File: config.mk
export PLATFORM = sky130hd
export DESIGN_NAME = apu_sdm_rx
export DESIGN_NICKNAME = d
export VERILOG_FILES = /design/src/rtl/apu_sdm_rx.sv
export SDC_FILE = /design/constraint.sdc
export NUM_CORES = 1
export LEC_CHECK = 0
export CAP_MARGIN = 20
export CORE_MARGIN = 3
export CORE_UTILIZATION = 57
export CTS_CLUSTER_SIZE = 24
export DETAILED_ROUTE_END_ITERATION = 8
export PLACE_DENSITY = 0.79
export SETUP_SLACK_MARGIN = 0.1
export SLEW_MARGIN = 20
export SYNTH_ARGS = -nofsm -noshare
export SYNTH_HDL_FRONTEND = slang
export SYNTH_SLANG_ARGS = --single-unit
File: constraint.sdc
create_clock -name clk_i -period 3.3 [get_ports clk_i]
set_clock_uncertainty 0.15 [all_clocks]
set_input_delay 0.33 -clock clk_i [delete_from_list [all_inputs] [get_ports clk_i]]
set_output_delay 0.33 -clock clk_i [all_outputs]
set_load 0.02 [all_outputs]
File: src/rtl/apu_sdm_rx.sv
// PWM / sigma-delta audio demodulator: counts high cycles per PWM frame, sums frame levels
// over a decimation period and emits saturated left-aligned PCM samples through a 2-entry FIFO.
module apu_sdm_rx #(
    parameter int unsigned W_SAMPLE   = 16,
    parameter int unsigned W_PWM      = 4,
    parameter int unsigned DECIM_LOG2 = 6
) (
    input  logic                clk_i,
    input  logic                rst_i,
    input  logic                en_i,
    input  logic                d_i,
    output logic                out_valid_o,
    input  logic                out_ready_i,
    output logic [W_SAMPLE-1:0] out_data_o,
    output logic                overflow_o,
    input  logic                ovf_clr_i
);

    localparam int unsigned W_SAT = W_PWM + DECIM_LOG2;
    localparam int unsigned W_ACC = W_SAT + 1;
    localparam int unsigned SHIFT = W_SAMPLE - W_SAT;

    logic [1:0]            sync_q;
    logic                  d_s;
    logic [W_PWM-1:0]      frame_cnt_q, frame_cnt_d;
    logic [W_PWM:0]        ones_q, ones_d;
    logic [DECIM_LOG2-1:0] frame_idx_q, frame_idx_d;
    logic [W_ACC-1:0]      sum_q, sum_d;

    logic [W_PWM:0]        level;
    logic [W_ACC-1:0]      total;
    logic [W_SAT-1:0]      sat;
    logic [W_SAMPLE-1:0]   sample;
    logic                  frame_end;
    logic                  last_frame;

    logic [W_SAMPLE-1:0]   mem_q [2];
    logic                  wr_ptr_q, wr_ptr_d;
    logic                  rd_ptr_q, rd_ptr_d;
    logic [1:0]            count_q, count_d;
    logic                  overflow_q, overflow_d;
    logic                  pop, push, full, ovf_set;

    assign d_s        = sync_q[1];
    assign level      = ones_q + {{W_PWM{1'b0}}, d_s};
    assign total      = sum_q + {{DECIM_LOG2{1'b0}}, level};
    // total never exceeds 2^W_SAT, so the top bit alone flags saturation.
    assign sat        = total[W_SAT] ? {W_SAT{1'b1}} : total[W_SAT-1:0];
    assign sample     = W_SAMPLE'(sat) << SHIFT;
    assign frame_end  = en_i && (&frame_cnt_q);
    assign last_frame = frame_end && (&frame_idx_q);

    always_comb begin
        frame_cnt_d = '0;
        ones_d      = '0;
        frame_idx_d = '0;
        sum_d       = '0;
        if (en_i) begin
            frame_cnt_d = frame_cnt_q + 1'b1;
            frame_idx_d = frame_idx_q;
            sum_d       = sum_q;
            if (frame_end) begin
                frame_idx_d = frame_idx_q + 1'b1;
                sum_d       = last_frame ? '0 : total;
            end else begin
                ones_d = level;
            end
        end
    end

    assign out_valid_o = (count_q != 2'd0);
    assign out_data_o  = mem_q[rd_ptr_q];
    assign overflow_o  = overflow_q;
    assign full        = count_q[1];
    assign pop         = out_valid_o && out_ready_i;
    // A pop on the same edge frees a slot, so a full buffer can still accept the push.
    assign push        = last_frame && (!full || pop);
    assign ovf_set     = last_frame && full && !pop;

    always_comb begin
        wr_ptr_d   = wr_ptr_q;
        rd_ptr_d   = rd_ptr_q;
        count_d    = count_q;
        overflow_d = overflow_q;
        if (push) wr_ptr_d = ~wr_ptr_q;
        if (pop)  rd_ptr_d = ~rd_ptr_q;
        case ({push, pop})
            2'b10:   count_d = count_q + 2'd1;
            2'b01:   count_d = count_q - 2'd1;
            default: count_d = count_q;
        endcase
        if (ovf_set) begin
            overflow_d = 1'b1;
        end else if (ovf_clr_i) begin
            overflow_d = 1'b0;
        end
    end

    always_ff @(posedge clk_i or posedge rst_i) begin
        if (rst_i) begin
            sync_q      <= '0;
            frame_cnt_q <= '0;
            ones_q      <= '0;
            frame_idx_q <= '0;
            sum_q       <= '0;
            mem_q[0]    <= '0;
            mem_q[1]    <= '0;
            wr_ptr_q    <= 1'b0;
            rd_ptr_q    <= 1'b0;
            count_q     <= '0;
            overflow_q  <= 1'b0;
        end else begin
            sync_q      <= {sync_q[0], d_i};
            frame_cnt_q <= frame_cnt_d;
            ones_q      <= ones_d;
            frame_idx_q <= frame_idx_d;
            sum_q       <= sum_d;
            if (push) mem_q[wr_ptr_q] <= sample;
            wr_ptr_q    <= wr_ptr_d;
            rd_ptr_q    <= rd_ptr_d;
            count_q     <= count_d;
            overflow_q  <= overflow_d;
        end
    end

endmodule

==> impl_metrics.toml <==
[global_route]
grt_pass1_wl_um = 8286
grt_max_degree = 27
first_global_vias = 1844
grt_usage = 0.1917
gr-total-overflow = 0
antenna_found_initial = 0

[job]
cap_viol_max_count = 0

[finish]
layoutNonFillerInstCount = 323
fin_util = 0.6686
final_common_cell = "dfrtp_1"
diodes = 0
area_growth_pct = 10.26
layout_common_cells = "dfrtp_1 (53), nor2_1 (19), clkdlybuf4s50_1 (17)"
drive_above_1_share = 0.1107
final_nets = 289

[floorplanning]
core_area_sq_mm = 0.004504
num_rows = 24
boundaryPins = 24
die-area_sq_mm = 0.005659
die_h_um = 75.23
die_width_um = 75.23
start_util = 0.6064

[clocking]
hold_buffers = 0
cts-buffers-inserted = 5
cts_buffer_depth = 2
clkLatencyLatePin_ns = 0.30
path_clk_slew_ns = 0.09
postCtsSetupBuffers = 0
cts_tree = "built"
cts_resized = 0
clock_sinks = 53
cts-root-buf = "clkbuf_8"
cts_max_level = 2

[timing]
fin_tns_setup_ns = 0
finalMaxSlewViolations = 0
final.period_utilization = 0.8926
period_minus_slack_ns = 2.946
setup_viol = 0
slew_headroom = 0.5174
rsz0062_at_grt = "false"
tightest_slew_ns = 0.7212
finalHoldViolCount = 0
max_freq_ghz = 0.3395

[routing]
finalWirelength_um = 4915
drt-vias-per-instance = 5.916
drc = 0
dr.pass1.iters = 4
drtAntennaViolNets = 0
post_drt_wl_per_cell_um = 15.22
initialDrtViolationCount = 84
vias = 1911

[pwr]
cellPowerDensity_mw_per_mm2 = 352.1
total_power_mw = 1.060
p_leak_nw = 1.499
ir_drop_mv = 0.2150

[setup_path]
cp-end-kind = "register"
r2r_start = "sync_q[1]"
cp_data_required_time_ns = 3.34
slowest_stage = "a311oi_1"
rrSetupSlack_ns = 0.35
rr_worst_depth = 9
cp_max_fo = 4
slowest_delay_ns = 0.39
worst_r2r_endpoint = "mem_q[13]"
crit_top_cell = "ha_1"
path_class = "reg -> reg"
worstSetupStartpointType = "register"
arrival_ns = 2.99
worstPathCellList = "ha_1 -> ha_1 -> xor2_1 -> ha_1 -> a21oi_1 -> a2111oi_0 -> a311oi_1 -> nand4_1 -> mux2_2"

[logic_synthesis]
synth_cells = 249
synth_area_sq_mm = 0.002731
synthDominantCellAreaShare = 0.4856
synth_area_leaders = "dfrtp_1 (49%), mux2_2 (6.6%), ha_1 (5.5%), xnor2_1 (2.9%), xor2_1 (2.9%)"
yosys_warnings = 0
ys_seq_area_frac = 0.4856
synthDistinctLibCells = 47
synthArstFlopShare = 1.000
synth_edf_count = 0
synth.avg_cell_area_sq_um = 10.97
synth_ff_type = "dfrtp_1"
synth-seq-cells = 53
yosys.area.top_type = "dfrtp_1"

[place]
post-dp-hpwl_um = 3698
io_buffers = 17
dpl.cell_count = 315
finalWeightedCongestion = 0.9381

[worst_hold_path]
hp-start = "sync_q[0]"
hold_path_end = "sync_q[1]"
hp-class = "reg -> reg"
whs_path_depth = 0

[run_status]
outcome = "complete, no violations"
logic make-up after synthesis:
kind of cell | count (synthesis) | synth area share
simple gates | 78 | 0.1558
compound gates | 53 | 0.1315
flops | 53 | 0.4856
xor+xnor | 18 | 0.05772
mux | 17 | 0.06963
buf+inv | 16 | 0.03618
fa+ha+maj | 13 | 0.06230
other cells | 1 | 0.001373
cells in the mapped netlist, drive strengths merged (3+ instances only):
library cell	instances
ha	12
xor2	9
nand4	4
mux2	16
nor2	19
nor3	3
o21ai	13
dfrtp	53
nand2b	3
nand3	10
nand2	15
buf	9
a21oi	14
inv	4
and2	11
clkbuf	3
a22o	8
xnor2	9
and3	5
how the worst max path moves through the flow:
stage	start	to	slack, ns	depth (start not counted)
3_3_place_gp	sync_q[1]	mem_q[29]	0.48	8
3_5_place_dp	sync_q[1]	mem_q[29]	0.38	8
4_1_cts	sync_q[1]	mem_q[13]	0.37	8
2_1_floorplan	sync_q[1]	mem_q[29]	0.63	8
6_report	sync_q[1]	mem_q[13]	0.35	9
5_1_grt	ones_q[0]	mem_q[29]	0.19	8
routing by layer:
| layer | wire length, um | up-vias | GRT usage |
|---|---|---|---|
| met4 | 119 | 0 | 0.08544 |
| li1 | - | 913 | - |
| met2 | 2398 | 58 | 0.3143 |
| met5 | 0 | - | 0 |
| met1 | 2200 | 926 | 0.2489 |
| met3 | 196 | 14 | 0.03471 |
sequential cells by signal, summed over array words and instances (netlist names):
| signal | count |
|---|---|
| mem_q | 20 |
| sum_q | 11 |
| frame_idx_q | 6 |
| ones_q | 5 |
| frame_cnt_q | 4 |
| count_q | 2 |
| sync_q | 2 |
| overflow_o | 1 |
| rd_ptr_q | 1 |
| wr_ptr_q | 1 |
area by class of cell:
type,instances,area (sq um)
Tap cell,52,65.06
Multi-Input combinational cell,185,1325
Inverter,4,15.01
Timing Repair Buffer,21,200.2
Clock buffer,8,80.08
Sequential cell,53,1326
Fill cell,373,1493
metrics by stage:
stage          hold slack (ns)  instance area, sq um  worst slack, ns
2_1_floorplan           0.1812                  2750           0.6284
3_3_place_gp            0.1999                  2932           0.4791
3_5_place_dp            0.2096                  2932           0.3849
4_1_cts                 0.2288                  3012           0.3667
5_1_grt                 0.2303                  3012           0.1939
6_report                0.2221                  3012           0.3543
where the power goes:
part           internal, mW  switching (mW)  leakage, nW
clock network         0.151           0.193       0.0395
logic                0.0193          0.0366        0.727
registers             0.655         0.00459        0.732
total                 0.826           0.234         1.50
critical path, delay by kind of cell (launching register included):
kind | cells | cell delay (ns)
AOI/OAI and AO/OA | 3 | 0.91
adders and majority gates | 3 | 0.72
xor gates and xnor gates | 1 | 0.25
muxes | 1 | 0.29
and+or+nand+nor | 1 | 0.16
DFF | 1 | 0.37
Power figures use the tool's default switching activity.
